==> src/rtl/fb_write_arbiter.sv <==
// Round-robin arbiter for the framebuffer write port with a built-in clear sequencer (optional stats: FB_WRITE_STATS_EN).
// Writes reach fb_* one cycle after acceptance; ready is combinational, and both requesters are stalled for the duration of a clear.
module fb_write_arbiter #(
  parameter int ADDR_W = 12,
  parameter int DATA_W = 4,
  parameter int DEPTH  = 4096
) (
  input  logic              clk,
  input  logic              rst,
  input  logic              a_valid,
  input  logic [ADDR_W-1:0] a_addr,
  input  logic [DATA_W-1:0] a_data,
  output logic              a_ready,
  input  logic              b_valid,
  input  logic [ADDR_W-1:0] b_addr,
  input  logic [DATA_W-1:0] b_data,
  output logic              b_ready,
  input  logic              clr_start,
  input  logic [DATA_W-1:0] clr_data,
  output logic              clr_busy,
  output logic              clr_done,
  output logic              fb_we,
  output logic              fb_ce,
  output logic [ADDR_W-1:0] fb_waddr,
  output logic [DATA_W-1:0] fb_din
`ifdef FB_WRITE_STATS_EN
  ,
  output logic [15:0]       a_grant_cnt,
  output logic [15:0]       b_grant_cnt,
  output logic [7:0]        clr_cnt
`endif
);

  typedef enum logic {ARB, CLEAR} state_t;

  // One extra counter bit lets DEPTH == 2**ADDR_W finish without wrapping.
  localparam int unsigned      LAST_I   = DEPTH - 1;
  localparam logic [ADDR_W:0]  CLR_LAST = LAST_I[ADDR_W:0];
  localparam logic [ADDR_W:0]  ADDR_ONE = {{ADDR_W{1'b0}}, 1'b1};

  state_t            state, state_nxt;
  logic              last_b;
  logic [ADDR_W:0]   clr_addr;
  logic [DATA_W-1:0] clr_val;
  logic              a_xfer, b_xfer, clr_last;

  assign a_xfer   = a_valid && a_ready;
  assign b_xfer   = b_valid && b_ready;
  assign clr_last = (state == CLEAR) && (clr_addr == CLR_LAST);
  assign fb_ce    = 1'b1;

  always_ff @(posedge clk or posedge rst) begin
    if (rst) state <= ARB;
    else     state <= state_nxt;
  end

  always_comb begin
    state_nxt = state;
    case (state)
      ARB:     if (clr_start) state_nxt = CLEAR;
      CLEAR:   if (clr_last)  state_nxt = ARB;
      default: state_nxt = ARB;
    endcase
  end

  // last_b=1 means B won the previous tie-break round, so A is favoured next.
  always_comb begin
    a_ready  = 1'b0;
    b_ready  = 1'b0;
    clr_busy = (state == CLEAR);
    if (!rst && state == ARB) begin
      a_ready = a_valid && (!b_valid || last_b);
      b_ready = b_valid && (!a_valid || !last_b);
    end
  end

  always_ff @(posedge clk or posedge rst) begin
    if (rst) begin
      fb_we    <= 1'b0;
      fb_waddr <= '0;
      fb_din   <= '0;
      clr_done <= 1'b0;
      last_b   <= 1'b1;
      clr_addr <= '0;
      clr_val  <= '0;
    end else begin
      fb_we    <= 1'b0;
      clr_done <= clr_last;
      if (state == ARB) begin
        if (a_xfer) begin
          fb_we    <= 1'b1;
          fb_waddr <= a_addr;
          fb_din   <= a_data;
          last_b   <= 1'b0;
        end else if (b_xfer) begin
          fb_we    <= 1'b1;
          fb_waddr <= b_addr;
          fb_din   <= b_data;
          last_b   <= 1'b1;
        end
        if (clr_start) begin
          clr_val  <= clr_data;
          clr_addr <= '0;
        end
      end else begin
        fb_we    <= 1'b1;
        fb_waddr <= clr_addr[ADDR_W-1:0];
        fb_din   <= clr_val;
        clr_addr <= clr_addr + ADDR_ONE;
      end
    end
  end

`ifdef FB_WRITE_STATS_EN
  always_ff @(posedge clk or posedge rst) begin
    if (rst) begin
      a_grant_cnt <= '0;
      b_grant_cnt <= '0;
      clr_cnt     <= '0;
    end else begin
      if (a_xfer && a_grant_cnt != 16'hFFFF) a_grant_cnt <= a_grant_cnt + 16'd1;
      if (b_xfer && b_grant_cnt != 16'hFFFF) b_grant_cnt <= b_grant_cnt + 16'd1;
      if (clr_done && clr_cnt != 8'hFF)      clr_cnt     <= clr_cnt + 8'd1;
    end
  end
`endif

endmodule

==> config.mk <==
export PLATFORM = sky130hd
export DESIGN_NAME = fb_write_arbiter
export DESIGN_NICKNAME = d
export VERILOG_FILES = /design/src/rtl/fb_write_arbiter.sv
export SDC_FILE = /design/constraint.sdc
export NUM_CORES = 1
export LEC_CHECK = 0
export CORE_MARGIN = 2
export CORE_UTILIZATION = 35
export CTS_BUF_LIST = sky130_fd_sc_hd__clkbuf_8
export CTS_CLUSTER_DIAMETER = 100
export CTS_CLUSTER_SIZE = 16
export DETAILED_ROUTE_END_ITERATION = 7
export GPL_ROUTABILITY_DRIVEN = 0
export PLACE_DENSITY = 0.66
export REMOVE_ABC_BUFFERS = 1
export SLEW_MARGIN = 20
export SYNTH_ARGS = -nofsm -noshare
export SYNTH_HDL_FRONTEND = slang
export SYNTH_SLANG_ARGS = --single-unit
export TNS_END_PERCENT = 100
==> constraint.sdc <==
create_clock -name clk -period 1.65 [get_ports clk]
set_input_delay 0.165 -clock clk [delete_from_list [all_inputs] [get_ports clk]]
set_output_delay 0.165 -clock clk [all_outputs]
set_load 0.02 [all_outputs]
# [Word-level counts from Yosys, hierarchy flattened]
# Cells that the tools add are included.
[totals] reg_bits=37 in_bits=41 out_inout_bits=22 word_cells=46
[classes] addsub=1 n_eq_ne=1 muxes=18 n_bitwise=1 n_reduce_logical=17
[ops] op="$mux 12" n=3
[ops] op="$mux 13" n=2
[ops] op="$add 13x1->13 const B" n=1
[ops] op="$eq 13x12->1 const B" n=1
[ops] op="$mux 4" n=3
[ops] op="$mux 1" n=9
[ops] op="$logic_and 1x1->1" n=6
[ops] op="$logic_not 1->1" n=4
[ops] op="$reduce_and 2->1" n=2
[ops] op="$reduce_bool 2->1" n=2
[ops] op="$reduce_bool 3->1" n=1
[ops] op="$logic_or 1x1->1" n=2
[ops] op="$pmux 1 s2" n=1
[ops] op="$not 1->1" n=1

# [Logic depth before layout (Yosys ltp)]
[logic_depth] word_depth=8 mapped_depth=6 mapped_depth_nobuf=5

# [Worst setup path before layout]
# No wires, ideal clock.
[synth_timing] path_kind="input to output" from="input rst" to="output a_ready" arrival_ns=1.778 t_required_ns=1.485 path_slack_ns=-0.293 path_stages=5 path_buffers=2 cell_sequence="inv_1 o211ai_2 buf_6 buf_12 nor2_1"
[synth_via] elab_chain_cells=3
[synth_lines] element="from (decl)" line_no="9" rtl="input logic rst,"
[synth_lines] element="$logic_not 1->1 (no line)"
[synth_lines] element="$logic_and 1x1->1" line_no="71" rtl="if (!rst && state == ARB) begin"
[synth_lines] element="$mux 1" line_no="71"
[synth_lines] element="to (decl)" line_no="13" rtl="output logic a_ready,"
# Every way passes these cells.

# [Worst setup path after layout]
[layout_timing] from="register last_b" to="output a_ready"
[layout_via] elab_chain_cells=3
[layout_lines] element="from (decl)" line_no="42" rtl="logic last_b;"
[layout_lines] element="from (signal assigned)" line_no="83" rtl="last_b <= 1'b1;"
[layout_lines] element="from (signal assigned)" line_no="94" rtl="last_b <= 1'b0;"
[layout_lines] element="from (signal assigned)" line_no="99" rtl="last_b <= 1'b1;"
[layout_lines] element="$logic_or 1x1->1" line_no="72" rtl="a_ready = a_valid && (!b_valid || last_b);"
[layout_lines] element="$logic_and 1x1->1" line_no="72"
[layout_lines] element="$mux 1" line_no="71"
# Every way passes these cells.

==> key figures <==
Cells and area
  – Layout cells sized above 1: 13.62%
  – Area growth from synthesis to layout: 46.57%
  – Fillers: 509
  – Fin util: 53.63%
  – Antenna diodes: 0
  – Final Cell Area: 2756 um2
  – Final std cells w/o fill: 327
  – Layout Nets: 298

Floorplanning
  – Core ar.: 5140 um2
  – Initial Util: 36.59%
  – FP Rows: 26
  – Die ar.: 5975 um2
  – # IOs: 63
  – Die Span X: 77.30 um
  – Die Height: 77.30 um

Global route
  – Largest net degree at the start of global routing: 38
  – Initial antenna violation count: 0
  – Number of global-route vias before repair: roughly 1.6k
  – Overflow after GRT: 0
  – GRT Resource Usage Total: about 16%
  – First-pass GRT wire length: 7527 um

Synthesis
  – Largest cells by area after synthesis: dfrtp_1 48%, mux2i_1 10%, nand2_1 7.8%
  – Avg Cell Area, Syn: 10.28 um2
  – Main flop type after synthesis: dfrtp_1
  – Mapped Area: between 1500 and 2000 um2
  – Number of unique standard cell types used by synthesis: 37
  – Seq/Total Area, Yosys: 49.30%
  – YS warnings: 0
  – Post-synth top area share: 47.90%
  – FF+latch count, synth: 37
  – Ys async rst share: 100.0%
  – Post-synth EDFFs: 0
  – Largest area contributor in the netlist: dfrtp_1
  – Mapped Cells: 183

Worst setup path
  – Critical Path Start Type: flip-flop
  – Maximum fanout along the worst path: 4
  – Critical Path Slowest Stage Cell: dfstp_2
  – CP max stage delay: 570 ps
  – Critical path class: flip-flop to primary output
  – CP arrival: 1400 ps
  – Setup crit end kind: primary output
  – WP data required: 1480 ps
  – Cell Chain, Critical Path: o211ai_2 > nor2_1 > dlygate4sd2_1

Place
  – Pre-CTS setup slack: -38.60 ps
  – Post-DP HPWL: 3220 um
  – Placed Cells: 319
  – IO buf count: ~60
  – DP Area: 2625 um2

STA
  – RSZ-0062 raised after global routing: no
  – Final period util: 94.55%
  – Achievable clock frequency: 641.0 MHz
  – Setup ws final: 89.93 ps
  – Crit path time final: 1560 ps
  – Final Max Slew Viols: 0
  – Final hold violation count: 0
  – Final Setup Violations: 0
  – Worst hold slack: 400.3 ps
  – Setup TNS Final: 0 ps
  – Final Skew: 6.676 ps

Drt
  – DRC violations left: 0
  – First-pass iteration count of the detailed router: 4
  – Detailed Route WL: between 4000 and 5000 um
  – Detail Route Antenna Nets: 0
  – Via count: 1604
  – Vias per cell: 4.905
  – Drt initial violations: slightly below 70
  – DR WL/cell: 13.48 um

Clocking
  – CTS H-tree lvls: 2
  – Clock Latency Late Sink: 290 ps
  – # clock sinks: 37
  – Root Driver: clkbuf_8
  – CTS Hold Buffers Added: 0
  – Reg clk slew, reported paths: 70 ps
  – CTS tree: built
  – TritonCTS Buffers: 5
  – Clock Tree Buf Depth: 2

Hold path
  – Worst Hold Class: primary input to asynchronous set/reset pin

Pwr
  – Power, Total: approximately 3.6 mW
  – Power Density: 1323 nW/um2
  – Maximum vdd drop: 561.7 uV
  – Leak pwr: 1.309 nW

Flow run
  – Max Cap Viol: 0

Run status
  – Status: finished clean
-- cells by family (layout without fill, tap and decap cells) --
family / Yosys count / in the layout / synth area share [%]
AND/OR/NAND/NOR: 64 / 64 / 16.24
AO/OA/AOI/OAI: 36 / 36 / 14.10
multiplexers: 23 / 23 / 12.51
adder cells (fa/ha/maj): 1 / 1 / 0.6652
flip-flops: 37 / 37 / 49.30
other: 1 / 1 / 0.1994
XOR/XNOR: 4 / 4 / 1.863
buffers and inverters: 17 / 91 / 5.123
-- worst max-delay path: cells and delay by family, from the launching register on --
kind	cells	cell delay (ps)
buffers and inverters	1	330
and+or+nand+nor	1	100
DFF	1	570
AOI/OAI and AO/OA	1	120
-- placed cells by master, fill, tap and decap left out, types with 2 or more instances in the layout --
cell type / count
dlygate4sd2_1: 3
clkbuf_8: 5
clkdlybuf4s50_1: 58
o221ai_1: 15
nand3_1: 6
dfrtp_1: 35
mux2i_1: 19
nor2_1: 3
buf_4: 16
bufinv_16: 2
o211ai_1: 2
inv_1: 6
xnor2_1: 2
nand4_1: 2
a31oi_1: 2
mux2_2: 4
nand2_1: 39
nand2b_1: 6
o21ai_0: 6
o31ai_1: 2
a21oi_1: 5
xor2_1: 2
-- path summary, 6_finish.rpt --
check	startpoint	endpoint	slack, ps	cells after the start
max in group asynchronous	rst	clr_busy	910	3
worst max-delay path	last_b	a_ready	90	3
min in group clk	clr_val[1]	fb_din[1]	480	2
worst min-delay path	rst	fb_din[2]	400	3
worst max register to register	clr_addr[3]	clr_addr[12]	230	4
worst min register to register	clr_val[1]	fb_din[1]	480	2
-- cells in the mapped netlist (2+ instances only) --
| library cell | n |
|---|---|
| inv_1 | 6 |
| o211ai_1 | 2 |
| nand4_1 | 2 |
| a31oi_1 | 2 |
| o21ai_0 | 6 |
| o31ai_1 | 2 |
| a21oi_1 | 5 |
| clkbuf_1 | 4 |
| xor2_1 | 2 |
| dfrtp_1 | 36 |
| o221ai_1 | 15 |
| buf_2 | 4 |
| nand2b_1 | 6 |
| xnor2_1 | 2 |
| nor2_1 | 3 |
| nand2_1 | 39 |
| mux2_2 | 4 |
| nand3_1 | 6 |
| mux2i_1 | 19 |
-- what timing repair did --
item / 4_1_cts / 5_1_grt
resized for setup: 4 / 0
setup buffers: 0 / 0
endpoints found under the setup margin: 3 / 0
-- cell type report --
cell class / instances / area [um2] / share of cell area [%]
flip-flops and latches: 37 / 928.4 / 33.68
multi-input cells: 129 / 857.1 / 31.09
repair buffers: 77 / 726.9 / 26.37
well taps: 70 / 87.58 / 3.177
clock buffers: 5 / 68.82 / 2.497
clock inverters: 3 / 65.06 / 2.360
inverters: 6 / 22.52 / 0.8171
-- routing by layer --
layer	up-vias	global-route usage, %	part of all wire, %
li1	799	-	-
met1	762	20.81	48
met2	38	24.87	47
met3	5	4.000	4.5
met4	0	6.429	1.2
met5	-	0	0
-- sequential cells by signal (all words and copies together) (netlist names) --
| signal | flops |
|---|---|
| fb_waddr | 12 |
| clr_addr | 13 |
| fb_we | 1 |
| fb_din | 4 |
| clr_busy | 1 |
| clr_val | 4 |
| last_b | 1 |
| clr_done | 1 |
-- power by group --
group	switching [mW]	internal, mW
logic	0.600	0.664
clock network	0.322	0.600
registers	0.255	1.21
No activity file was read; power rests on OpenSTA's default activity.
